==> src/rtl/cpu_pkg.sv <==
// Shared fetch-stage definitions: FSM state encoding and the PC increment.
package cpu_pkg;

  typedef enum logic [1:0] {
    ST_FETCH = 2'd0,
    ST_HOLD  = 2'd1,
    ST_DRAIN = 2'd2
  } fetch_state_e;

  localparam int unsigned PC_INC = 4;

endpackage

==> src/rtl/next_pc_calc.sv <==
// Next-PC target arithmetic for an accepted instruction.
// Priority: jump_reg > jump > branch_taken > sequential. The result is always word-aligned.
module next_pc_calc
  import cpu_pkg::*;
#(
  parameter int PC_WIDTH = 32
) (
  input  logic [PC_WIDTH-1:0] i_inst_pc,
  input  logic                i_branch_taken,
  input  logic                i_jump,
  input  logic                i_jump_reg,
  input  logic [15:0]         i_branch_imm,
  input  logic [25:0]         i_jump_target,
  input  logic [PC_WIDTH-1:0] i_jr_addr,
  output logic [PC_WIDTH-1:0] o_pc_plus4,
  output logic [PC_WIDTH-1:0] o_next_pc,
  output logic                o_misalign
);

  logic [PC_WIDTH-1:0] w_plus4;
  logic [31:0]         w_plus4_32;
  logic [31:0]         w_br32;
  logic [31:0]         w_jmp32;
  logic [PC_WIDTH-1:0] w_raw;

  // pc_plus4 wraps at PC_WIDTH first, so the jump region bits come from the wrapped value.
  assign w_plus4    = i_inst_pc + PC_WIDTH'(PC_INC);
  assign w_plus4_32 = 32'(w_plus4);
  assign w_br32     = w_plus4_32 + {{14{i_branch_imm[15]}}, i_branch_imm, 2'b00};
  assign w_jmp32    = {w_plus4_32[31:28], i_jump_target, 2'b00};

  always_comb begin
    w_raw = w_plus4;
    if (i_jump_reg) begin
      w_raw = i_jr_addr;
    end else if (i_jump) begin
      w_raw = w_jmp32[PC_WIDTH-1:0];
    end else if (i_branch_taken) begin
      w_raw = w_br32[PC_WIDTH-1:0];
    end
  end

  assign o_pc_plus4 = w_plus4;
  assign o_misalign = |w_raw[1:0];
  assign o_next_pc  = {w_raw[PC_WIDTH-1:2], 2'b00};

endmodule

==> src/rtl/instruction_fetch.sv <==
// Single-outstanding instruction fetch stage with decode-side hold, redirects and flush/drain.
// Handshake: an instruction transfers to decode when inst_valid && inst_ready on a rising clk edge.
module instruction_fetch
  import cpu_pkg::*;
#(
  parameter int                  PC_WIDTH = 32,
  parameter logic [PC_WIDTH-1:0] RESET_PC = '0
) (
  input  logic                clk,
  input  logic                reset_n,
  output logic                imem_req,
  output logic [PC_WIDTH-3:0] imem_addr,
  input  logic                imem_rvalid,
  input  logic [31:0]         imem_rdata,
  output logic                inst_valid,
  input  logic                inst_ready,
  output logic [31:0]         inst,
  output logic [PC_WIDTH-1:0] inst_pc,
  output logic [PC_WIDTH-1:0] pc_plus4,
  input  logic                branch_taken,
  input  logic                jump,
  input  logic                jump_reg,
  input  logic [15:0]         branch_imm,
  input  logic [25:0]         jump_target,
  input  logic [PC_WIDTH-1:0] jr_addr,
  input  logic                flush,
  input  logic [PC_WIDTH-1:0] flush_pc,
  output logic                misalign,
  output fetch_state_e        state_dbg
);

  fetch_state_e        r_state;
  fetch_state_e        w_next_state;
  logic [PC_WIDTH-1:0] r_pc;
  logic [PC_WIDTH-1:0] r_drain_pc;
  logic [31:0]         r_inst;
  logic [PC_WIDTH-1:0] r_inst_pc;
  logic                r_misalign;

  logic                w_accept;
  logic [PC_WIDTH-1:0] w_calc_pc;
  logic                w_calc_mis;
  logic [PC_WIDTH-1:0] w_flush_al;
  logic                w_flush_mis;
  logic                w_set_mis;

  next_pc_calc #(.PC_WIDTH(PC_WIDTH)) u_next_pc_calc (
    .i_inst_pc      (r_inst_pc),
    .i_branch_taken (branch_taken),
    .i_jump         (jump),
    .i_jump_reg     (jump_reg),
    .i_branch_imm   (branch_imm),
    .i_jump_target  (jump_target),
    .i_jr_addr      (jr_addr),
    .o_pc_plus4     (pc_plus4),
    .o_next_pc      (w_calc_pc),
    .o_misalign     (w_calc_mis)
  );

  assign w_accept    = (r_state == ST_HOLD) && inst_ready;
  assign w_flush_al  = {flush_pc[PC_WIDTH-1:2], 2'b00};
  assign w_flush_mis = |flush_pc[1:0];
  assign w_set_mis   = flush ? w_flush_mis : (w_accept && w_calc_mis);

  always_ff @(posedge clk) begin
    if (!reset_n) begin
      r_state <= ST_FETCH;
    end else begin
      r_state <= w_next_state;
    end
  end

  // Flush outranks everything; a flush without a response must first drain the old request.
  always_comb begin
    w_next_state = r_state;
    case (r_state)
      ST_FETCH: begin
        if (flush) begin
          w_next_state = imem_rvalid ? ST_FETCH : ST_DRAIN;
        end else if (imem_rvalid) begin
          w_next_state = ST_HOLD;
        end
      end
      ST_HOLD: begin
        if (flush || inst_ready) begin
          w_next_state = ST_FETCH;
        end
      end
      ST_DRAIN: begin
        if (imem_rvalid) begin
          w_next_state = ST_FETCH;
        end
      end
      default: w_next_state = ST_FETCH;
    endcase
  end

  always_comb begin
    imem_req   = reset_n && (r_state != ST_HOLD);
    inst_valid = (r_state == ST_HOLD);
    state_dbg  = r_state;
  end

  always_ff @(posedge clk) begin
    if (!reset_n) begin
      r_pc       <= RESET_PC;
      r_drain_pc <= RESET_PC;
      r_inst     <= '0;
      r_inst_pc  <= RESET_PC;
      r_misalign <= 1'b0;
    end else begin
      r_misalign <= r_misalign | w_set_mis;
      case (r_state)
        ST_FETCH, ST_DRAIN: begin
          if (flush) begin
            if (imem_rvalid) begin
              r_pc <= w_flush_al;
            end else begin
              r_drain_pc <= w_flush_al;
            end
          end else if (imem_rvalid) begin
            if (r_state == ST_DRAIN) begin
              r_pc <= r_drain_pc;
            end else begin
              r_inst    <= imem_rdata;
              r_inst_pc <= r_pc;
            end
          end
        end
        ST_HOLD: begin
          if (flush) begin
            r_pc <= w_flush_al;
          end else if (inst_ready) begin
            r_pc <= w_calc_pc;
          end
        end
        default: r_pc <= r_pc;
      endcase
    end
  end

  assign imem_addr = r_pc[PC_WIDTH-1:2];
  assign inst      = r_inst;
  assign inst_pc   = r_inst_pc;
  assign misalign  = r_misalign;

endmodule
==> config.mk <==
export PLATFORM = sky130hd
export DESIGN_NAME = instruction_fetch
export DESIGN_NICKNAME = d
export VERILOG_FILES = /design/src/rtl/cpu_pkg.sv /design/src/rtl/next_pc_calc.sv /design/src/rtl/instruction_fetch.sv
export SDC_FILE = /design/constraint.sdc
export NUM_CORES = 1
export LEC_CHECK = 0
export BUFFER_PORTS_ARGS = -buffer_cell sky130_fd_sc_hd__buf_4
export CAP_MARGIN = 30
export CORE_MARGIN = 4
export CORE_UTILIZATION = 35
export DETAILED_ROUTE_END_ITERATION = 7
export PLACE_DENSITY = 0.67
export SLEW_MARGIN = 20
export SYNTH_ARGS = -nofsm -noshare
export SYNTH_HDL_FRONTEND = slang
export SYNTH_HIERARCHICAL = 1
export SYNTH_SLANG_ARGS = --single-unit
==> constraint.sdc <==
create_clock -name clk -period 12.8 [get_ports clk]
set_input_delay 0.64 -clock clk [delete_from_list [all_inputs] [get_ports clk]]
set_output_delay 0.64 -clock clk [all_outputs]
set_load 0.01 [all_outputs]
* After elaboration in Yosys (flattened, before gate mapping)
Cells that the tools add are included.
** Word-level totals
- Word-level logic and storage cells :: 51
- Register bits after elaboration :: 129
- Output and inout bits :: 131
** Operators by class
- Bitwise operators :: 4
- Add/subtract/negate cells :: 2
- Reductions and logical operators :: 13
- Muxes and demuxes :: 17
- Equality and inequality tests :: 9
** Operator list (count)
- $mux 32 :: 9
- $pmux 32 s2 :: 1
- $add 32x3->32 const B :: 1
- $add 32x32->32 :: 1
- $mux 2 :: 5
- $reduce_and 4->1 :: 2
- $ne 3x3->1 const B :: 2
- $pmux 2 s3 :: 1
- $reduce_and 3->1 :: 2
- $reduce_or 2->1 :: 3
- $ne 2x1->1 const B :: 2
- $ne 2x2->1 const B :: 2
- $logic_and 1x1->1 :: 3
- $ne 3x1->1 const B :: 1
- $not 1->1 :: 3
- $eq 2x1->1 const B :: 1
- $eq 2x2->1 const B :: 1
- $logic_not 2->1 :: 1
- $reduce_bool 2->1 :: 1
- $logic_or 1x1->1 :: 1
- $mux 1 :: 1
- $or 1x1->1 :: 1

* Logic depth before layout (Yosys ltp)
Gate-level depths: netlist of run 1.
- Depth in word-level cells :: 9
- Depth in mapped cells :: 20
- Depth with buffers taken out :: 18

* Modules after synthesis
Netlist of run 1, hierarchy kept.
** Modules (own cells, without submodules)
- instruction_fetch :: cells an instance 604, seq. area each 2582.5 µm², area an instance 5713.0 µm², instances 1
- next_pc_calc :: cells an instance 475, seq. area each 0.0 µm², area an instance 3166.8 µm², instances 1

* Worst setup path after synthesis of run 1
OpenSTA, ideal clock, no wires.
- Path kind :: flip-flop to flip-flop
- From :: reg r_inst_pc[2] (netlist: inst_pc[2])
- To :: reg r_pc[31]
- Slack :: 8.357 ns
- Buffers on the path :: 1
- Cell stages (with the launch flop) :: 20
- Arrival :: 4.326 ns
- Library setup time :: 0.117 ns
- Path through :: dfxtp_1 ha_1 nand3_1 nor3_1 and3_1 buf_2 nand4_1 xnor2_1 ha_1 a211oi_1 o21ai_0 a31o_2 a211o_1 nor2_1 o21a_1 a21boi_1 nor3_2 mux2_4 mux2_2 a22o_1
** On the way
- Word-level cells in the longest chain between the ends :: 8
** RTL lines
- start, declared :: line instruction_fetch.sv:37 : logic [PC_WIDTH-1:0] r_inst_pc;
- start signal, assigned :: line instruction_fetch.sv:126 : r_inst_pc <= r_pc;
- $add 32x3->32 :: line next_pc_calc.sv:27 : assign w_plus4 = i_inst_pc + PC_WIDTH'(PC_INC);
- named net pc_plus4[22] :: line instruction_fetch.sv:19 : output logic [PC_WIDTH-1:0] pc_plus4,
- $add 32x32->32 :: line next_pc_calc.sv:29 : assign w_br32 = w_plus4_32 + {{14{i_branch_imm[15]}}, i_branch_imm, 2'b00};
- $mux 32 :: line next_pc_calc.sv:38 : end else if (i_branch_taken) begin
- $mux 32 :: line next_pc_calc.sv:36 : end else if (i_jump) begin
- $mux 32 :: line next_pc_calc.sv:34 : if (i_jump_reg) begin
- named net w_calc_pc[31] :: line instruction_fetch.sv:41 : logic [PC_WIDTH-1:0] w_calc_pc;
- $mux 32 :: line instruction_fetch.sv:133 : end else if (inst_ready) begin
- $mux 32 :: line instruction_fetch.sv:131 : if (flush) begin
- $pmux 32 s2 :: line instruction_fetch.sv:113 : case (r_state)
- end signal, assigned :: line instruction_fetch.sv:117 : r_pc <= w_flush_al;
- end signal, assigned :: line instruction_fetch.sv:132 : r_pc <= w_flush_al;
- end signal, assigned :: line instruction_fetch.sv:134 : r_pc <= w_calc_pc;
- end, declared :: line instruction_fetch.sv:34 : logic [PC_WIDTH-1:0] r_pc;
The timed path passes the listed nets, and every way through them passes these cells. The select of a mux whose other input is x is not followed.
A chain may end at the register's enable or synchronous reset.

* Worst setup path in the final report of run 1
- From :: reg r_inst_pc[2] (netlist: inst_pc[2])
- To :: reg r_pc[31]
** On the way
- Word-level cells in the longest chain between the ends :: 8
** RTL lines (line)
- $add 32x3->32 * :: next_pc_calc.sv:27
- $add 32x32->32 :: next_pc_calc.sv:29
- $mux 32 :: next_pc_calc.sv:38
- $mux 32 * :: next_pc_calc.sv:36
- $mux 32 * :: next_pc_calc.sv:34
- named net w_calc_pc[31] :: instruction_fetch.sv:41
- $mux 32 * :: instruction_fetch.sv:133
- $mux 32 * :: instruction_fetch.sv:131
- $pmux 32 s2 * :: instruction_fetch.sv:113
The timed path passes the listed nets; every way through them passes the cells marked *. The select of a mux whose other input is x is not followed.

==> reports/results.txt, run 1 <==
On the final layout, the worst clock skew is 10.4 ps. The via total after detailed routing came out at 8,485. The arrival time at the worst endpoint is 5260 ps, and the average wire length per cell after detail routing is 18.9 µm. The power density normalized to cell area was 99.3 nW/µm²; the final hold violation count was 0. In this run the worst path has a maximum fanout of 7.

Count of H-tree levels built during CTS: 4. TritonCTS built the clock tree. The flow ran to the end, and the final reports show no timing, DRC or antenna violations. Before CTS, the worst setup slack after placement is 7870 ps. After detailed routing, the number of vias per cell comes to 5.23. Setup repair after global routing left no endpoint under its margin. The flip-flop and latch count after synthesis was 129; the sequential area share after synthesis was 29.1%. The upper clock frequency limit is 0.201 GHz, and the count of distinct cell types in the synthesized netlist is 79.

The initial utilization of the core area, before any placement, comes to 35.5%. Before antenna repair, the detailed router went through 5 iterations. In this run the deepest clock path goes through 2 buffers. The setup TNS came out at 0 ps. The peak ir drop on the vdd network was 82.4 µV; the standby leakage power was 4.98 nW. For the cts-stage hold buffer count, the log shows 0. The number of antenna violations at the first check in global routing came out at 2. Counting the buffers created by CTS gives 17.

Synthesis handed over a netlist of 1,079 instances. In this run the tool buffered the top-level ports with 276 buffer cells. The chip width works out to 167 µm. The synthesized design contains 0 enable-type register cells.

The smallest clock period supported by the final layout is computed as 4960 ps. The global-route wire length before repair came out at 47.3 mm. The logs give 5630 µm² for the area used by multi-input combinational logic and 7840 ps for the least setup slack across all paths after layout. 277 I/O pins were placed.

Leading register cell type out of synthesis: sky130_fd_sc_hd__dfxtp_1. The cell chosen for the clock root was sky130_fd_sc_hd__clkbuf_16. During synthesis, Yosys emitted a total of 6 warnings. The cell area that synthesis handed to floorplanning was 8880 µm². At the later pin of the worst-skew pair, clock insertion delay measures 410 ps. The logs give 0 for the leftover overflow at the end of global routing and 461 ps for the worst hold slack after final layout.

The share of final-layout standard cells stronger than drive strength 1 is 31.2%, and the post-layout total power is 1.13 mW. After filler insertion, the fill cell instance count of the layout stands at 2,548. The number of global-route vias before repair was 8,333.

In the finished design, the share of the clock period the worst path needs comes to 38.8%. The vertical die dimension was 167 µm. For the pin with the worst max-slew slack, the measured transition is 912 ps.

The run gives 25,000 µm² as the area of the core. The type of the worst setup path is register to register. The mean post-synth cell area was 8.23 µm²; the final setup violation count was 0. The max-slew violation count came out at 0.

In this run, the number of DRC markers left after iteration 0 of detailed routing was 460. Routability-driven placement finished with a final weighted congestion of 0.939. At the end of the flow, the number of nets in the layout was 1,463. The logs give 10,800 µm² for the placed cell area and 0 for the number of buffers inserted by post-CTS setup repair. Entering global routing, the biggest net connects 103 pins.

The clock-pin transition on the worst setup and hold timing paths was 60 ps. Registers take 2580 µm². The clock drives 129 sinks.

Relative to the synthesized area, the layout overhead comes to 28.3%. For the worst slew slack as a fraction of its limit, the log shows 39.2%. The kind of start point of the critical path was a register.

The share of synthesized registers carrying an async set or reset works out to 0%. The area enclosed by the die boundary is 28,000 µm², and the overall routed net length is 30.7 mm. Leaving out fill and tap cells, the most frequent cells in the layout are 282 x sky130_fd_sc_hd__buf_4, 257 x sky130_fd_sc_hd__nand2_1, 129 x sky130_fd_sc_hd__dfxtp_1. Row generation in the floorplan step produced 58 rows. The run gives 20.9% as the global router's overall resource usage. The worst hold path belongs to the class register to register. After routing the design area is 11,400 µm².

The number of antenna repair diodes came out at 0. The worst setup path is captured at a register. Commonest non-fill, non-tap cell in the layout: sky130_fd_sc_hd__buf_4. The number of design rule violations left after detail routing was 0. Summed over all nets, the half-perimeter wirelength after detailed placement is 23.4 mm. The logs give 13,100 ps for the data required time at the worst endpoint and 0 for the number of violations of the max-capacitance limit. The tools report the post-cts repair resize count as 0.

Once detail routing completed, the nets flagged for antenna violations numbered 0.
## cell families after synthesis
family | Yosys count | synth area share (%)
xor gates and xnor gates | 50 | 5.02
other | 1 | 0.0422
muxes | 70 | 9.96
buffers and inverters | 116 | 7.64
adders and majority gates | 37 | 5.30
AOI/OAI and AO/OA | 286 | 23.9
DFF | 129 | 29.1
and+or+nand+nor | 390 | 19.1
## sequential cells by signal (all words and copies together), names as in the netlist
| name | count |
|---|---|
| inst | 32 |
| inst_pc | 32 |
| r_pc | 32 |
| r_drain_pc | 30 |
| state_dbg | 2 |
| misalign | 1 |
## cell usage after synthesis (all sizes together) (3+ instances only)
| master | n | share of area, % |
|---|---|---|
| a2111oi | 4 | 0.89 |
| and4 | 4 | 0.39 |
| mux2i | 10 | 1.1 |
| a31oi | 4 | 0.28 |
| mux2 | 60 | 8.8 |
| nor3 | 15 | 1.1 |
| and3 | 9 | 0.63 |
| o22ai | 7 | 0.49 |
| or3 | 4 | 0.30 |
| inv | 13 | 0.61 |
| a21oi | 38 | 2.2 |
| a22o | 30 | 3.0 |
| clkbuf | 44 | 1.9 |
| o21a | 6 | 0.51 |
| dfxtp | 129 | 29 |
| nor2 | 47 | 2.0 |
| xor2 | 22 | 2.3 |
| o21ai | 36 | 2.1 |
| o21bai | 3 | 0.25 |
| nand2 | 258 | 11 |
| nand3 | 19 | 1.2 |
| nand4 | 12 | 0.92 |
| xnor2 | 28 | 2.8 |
| ha | 36 | 5.1 |
| buf | 57 | 5.1 |
| nand2b | 4 | 0.37 |
| o31ai | 7 | 0.65 |
| a31o | 4 | 0.39 |
| a21boi | 101 | 8.5 |
| nor2b | 4 | 0.28 |
| o211ai | 6 | 0.51 |
| a211oi | 9 | 0.82 |
| a21o | 13 | 1.1 |
| and2 | 7 | 0.51 |
## final cells by class
cell class	instances	share of cell area (%)
Clock inverter	12	1.17
Tap cell	330	3.62
Timing Repair Buffer	282	18.6
Sequential cell	129	22.7
Multi-Input combinational cell	835	49.4
Inverter	15	0.538
Clock buffer	20	4.01
## report_power, final
part | internal (mW) | switching [mW]
clock network | 0.298 | 0.183
logic | 0.105 | 0.113
registers | 0.419 | 0.0139
## stage by stage
step | std cells | utilization (%)
detailed placement | 1591 | 43.2
global placement | 1591 | 43.1
floorplan | 1080 | -
CTS | 1623 | 45.5
global route | 1623 | 45.5
finish | 1623 | 45.5
## final timing paths
kind / start / end / cells past startpoint / slack, ps
max: inst_pc[2] / r_pc[31] / 18 / 7840
min: inst[20] / inst[20] / 2 / 460
max reg2reg: inst_pc[2] / r_pc[31] / 18 / 7840
min reg2reg: inst[20] / inst[20] / 2 / 460
## critical path, cell delays in order, from the launching register on
cell	delay (ps)
sky130_fd_sc_hd__dfxtp_1	450
sky130_fd_sc_hd__ha_1	230
sky130_fd_sc_hd__nand3_1	150
sky130_fd_sc_hd__nor3_1	500
sky130_fd_sc_hd__and3_1	400
sky130_fd_sc_hd__nand4_1	150
sky130_fd_sc_hd__xnor2_1	280
sky130_fd_sc_hd__ha_1	380
sky130_fd_sc_hd__a211oi_1	320
sky130_fd_sc_hd__o21ai_0	160
sky130_fd_sc_hd__a31o_2	250
sky130_fd_sc_hd__a211o_1	290
sky130_fd_sc_hd__nor2_1	160
sky130_fd_sc_hd__o21a_1	170
sky130_fd_sc_hd__a21boi_1	190
sky130_fd_sc_hd__nor3_2	70
sky130_fd_sc_hd__mux2_4	260
sky130_fd_sc_hd__mux2_2	260
sky130_fd_sc_hd__a22o_1	180
## per-layer routing
metal	share of wire (%)	vias up	track usage (%)
li1	-	4137	-
met1	44	3968	27.9
met2	45	323	33.0
met3	7.4	53	5.10
met4	3.4	4	7.73
met5	0.088	-	0
Power figures use the tool's default switching activity.
==> inputs of run 2 (changes only) <==
Settings changed: ABC_AREA set to 1, PLACE_DENSITY 0.67 to 0.66.
Clock period 12.8 ns to 5.15 ns, I/O delays scaled along.
==> reports/results.txt, run 2 <==
The run finished with clean final reports. For this run, the register share of the synthesized area comes to 26.1%. The mean post-synth cell area was 5.89 µm²; the via density per instance was 4.93. 0 antenna diodes ended up in the layout. The synthesized design contains 129 register bits.

For the pin with the worst max-slew slack, the measured transition is 891 ps. The antenna violation net count after detailed routing was 0. The share of final-layout standard cells stronger than drive strength 1 is 19.1%. The global-route wire length before repair came out at 59.2 mm.

The most critical setup path has its endpoint at r_pc[24]. Once the floorplan was initialized, standard cells occupied 35.5% of the core. The run gives 6 as the number of warnings printed during yosys synthesis. The period utilization works out to 80.1%. Dividing the detail-routed wire length by the instance count gives 17.4 µm. In the routed design, unresolved DRC markers number 0. The logs give 0 for the number of violations of the max-capacitance limit and 0 for the leftover overflow at the end of global routing.

The worst setup path is captured at a register. The run gives 31,000 µm² as the area enclosed by the die boundary. In this run the cell area of the synthesized design comes to 9890 µm². Via total after detailed routing: 11,200.

Synthesis handed over a netlist of 1,679 instances. Setup slack on the critical path of the routed design comes to 1020 ps. 277 I/O pins were placed. Clock-pin slew was measured on the worst setup and hold paths at 70 ps. The chip width came out at 176 µm. For the final net count, the log shows 2,057. The type of the worst setup path was register to register. Along the worst path, the maximum fanout reaches 7.

Dividing total power by cell area gives a power density of 266 nW/µm². The number of antenna violations at the first check in global routing is 0, and the global placer's final weighted congestion is 0.981. The number of cell rows was 61. Entering global routing, the biggest net connects 88 pins.

Summed over its instances, the top area cell type makes up 26.1% of the synthesized netlist area. The worst-case IR drop observed on VDD is 197 µV. For flop-to-flop paths, the worst setup slack is 1020 ps. STA classifies the critical path startpoint as a register. The clock arrives with 11.6 ps of skew.

Adding up every negative setup slack in the final design gives 0 ps. Counting flops with an async set or reset pin after synthesis yields a share of 0%. Summed over all cells, the static leakage comes to 6.20 nW. In the layout the commonest cells are 429 x sky130_fd_sc_hd__nand2_1, 283 x sky130_fd_sc_hd__buf_4, 273 x sky130_fd_sc_hd__inv_1. Compared with the post-synthesis result, the final layout area differs by 27.4%. The startpoint of the most critical hold path is imem_rdata[21].

The fill cell total of the finished layout came out at 3,023. In this run the clock root is driven by a sky130_fd_sc_hd__clkbuf_16. The tools report the beginning of the critical path as inst_pc[2]. In the post-synthesis netlist, the cell with the most instances is sky130_fd_sc_hd__nand2_1. For the worst-case clock buffer depth, the log shows 2. By count the netlist is led by 429 x sky130_fd_sc_hd__nand2_1, 273 x sky130_fd_sc_hd__inv_1, 172 x sky130_fd_sc_hd__a21oi_1, 158 x sky130_fd_sc_hd__nor2_1, 129 x sky130_fd_sc_hd__dfxtp_1. The smallest clock period supported by the final layout is computed as 4130 ps. Summed over all instances, the cell type with the most area after synthesis is sky130_fd_sc_hd__dfxtp_1. In this run the critical register-to-register path is captured at r_pc[24]. Cell count of the worst reg-to-reg path: 21.

Ranked by total cell area, the synthesized netlist is headed by sky130_fd_sc_hd__dfxtp_1 26%, sky130_fd_sc_hd__nand2_1 16%, sky130_fd_sc_hd__inv_1 10%. The worst hold slack after final layout is 109 ps, and the number of global-route vias before repair is 10,400. The tools report the first-pass iteration count of the detailed router as 6.

The upper clock frequency limit came out at 0.242 GHz. Post-CTS timing repair inserted 0 buffers for setup. Wires add up to 39.4 mm. After the first detailed-routing iteration, the DRC count stood at 924. Number of synthesized flops with an enable pin: 0. Leading register cell type out of synthesis: sky130_fd_sc_hd__dfxtp_1. The tools report the final core utilization as 45.2%. The library cell used most frequently in the layout, excluding fill and tap cells, is sky130_fd_sc_hd__nand2_1. TritonCTS created 17 clock buffers. The number of buffers inserted by port buffering is 276. The clock reaches the later pin of the worst-skew pair after 430 ps.

The logs give 0 for the final hold violation count and 0 for the cts-stage hold buffer count. The synthesized netlist contains 40 unique library cells. Global router's overall resource usage: 24.2%.

The logs give 0 for the max-slew violation count and 1120 ps for the pre-CTS worst setup slack. The number of clock sinks was 129; the arrival time at the worst endpoint was 4490 ps. The area of the core came out at 27,900 µm². Once detailed placement completed, the half-perimeter wirelength came to 30.3 mm.

Once the clock tree was built, the resizer swapped 0 gates to a different size. Final setup violation count: 0. In this run the number of H-tree levels came out at 4.

Setup repair after global routing left no endpoint under its margin. Worst flop-to-flop path startpoint: inst_pc[2]. Vertical die dimension: 176 µm. TritonCTS built the clock tree.

Data on the critical path is required at its endpoint by 5510 ps. The worst pin sits at a relative slew slack of 40.5%. The class of the tightest hold or removal check is input pin to register.
-- run 2: per-stage QoR --
step,instance area (µm²),std cells,total power [mW]
2_1_floorplan,9890,1680,1.71
3_3_place_gp,11900,2231,2.08
3_5_place_dp,12000,2233,2.09
4_1_cts,12600,2265,3.36
5_1_grt,12600,2265,3.52
6_report,12600,2265,3.35
-- run 2: worst min-delay path by stage --
stage	depth (start not counted)	slack, ps	end
2_1_floorplan	2	420	r_drain_pc[10]
3_3_place_gp	2	430	r_drain_pc[10]
3_5_place_dp	2	440	r_drain_pc[6]
4_1_cts	3	100	inst[16]
5_1_grt	3	110	inst[16]
6_report	3	110	inst[21]
-- run 2: worst max-delay path: stages (launching register included) --
cell and delay [ps]:
sky130_fd_sc_hd__dfxtp_1 480, sky130_fd_sc_hd__ha_1 330, sky130_fd_sc_hd__inv_1 90, sky130_fd_sc_hd__nor2_1 220
sky130_fd_sc_hd__inv_2 100, sky130_fd_sc_hd__nor3_1 280, sky130_fd_sc_hd__nand2_1 110, sky130_fd_sc_hd__nand2_1 140
sky130_fd_sc_hd__inv_1 90, sky130_fd_sc_hd__ha_1 380, sky130_fd_sc_hd__nand2_1 120, sky130_fd_sc_hd__nor2_1 300
sky130_fd_sc_hd__nand2_1 140, sky130_fd_sc_hd__nor2_1 120, sky130_fd_sc_hd__nand2_1 130, sky130_fd_sc_hd__nand4_1 150
sky130_fd_sc_hd__nand3_1 140, sky130_fd_sc_hd__a21oi_1 300, sky130_fd_sc_hd__nand3_1 110, sky130_fd_sc_hd__a21oi_1 170
sky130_fd_sc_hd__nor2_1 80, sky130_fd_sc_hd__nor2_1 70
-- run 2: area by class of cell --
cell class                 count  area (µm²)  share of cell area (%)
clock buffer                  19         453                    3.60
clock inverter                13         174                    1.38
inverter                     277        1040                    8.25
multi-input combinational   1164        5700                    45.2
sequential                   129        2580                    20.5
tap                          378         473                    3.75
timing repair buffer         285        2180                    17.3
-- run 2: kinds of logic (layout without fill, tap and decap cells) --
logic type | after synthesis | after routing | synth area share [%]
compound gates | 330 | 330 | 17.4
xor+xnor | 18 | 18 | 1.67
fa+ha+maj | 37 | 37 | 4.76
buf+inv | 387 | 594 | 16.5
flops | 129 | 129 | 26.1
other cells | 1 | 2 | 0.0379
simple gates | 777 | 777 | 33.5
-- run 2: power breakdown --
part	internal (mW)	total (mW)	switching (mW)
Combinational	0.365	0.920	0.555
Clock	0.794	1.28	0.483
Sequential	1.08	1.15	0.0763
Total	2.24	3.35	1.11
-- run 2: routing by layer --
metal / wire length, µm / global-route usage, % / vias to the layer above / share of wire, %
li1: - / - / 5669 / -
met1: 17200 / 32.3 / 4992 / 44
met2: 17800 / 39.0 / 445 / 45
met3: 3270 / 5.65 / 67 / 8.3
met4: 1070 / 7.73 / 0 / 2.7
met5: 0 / 0 / - / 0
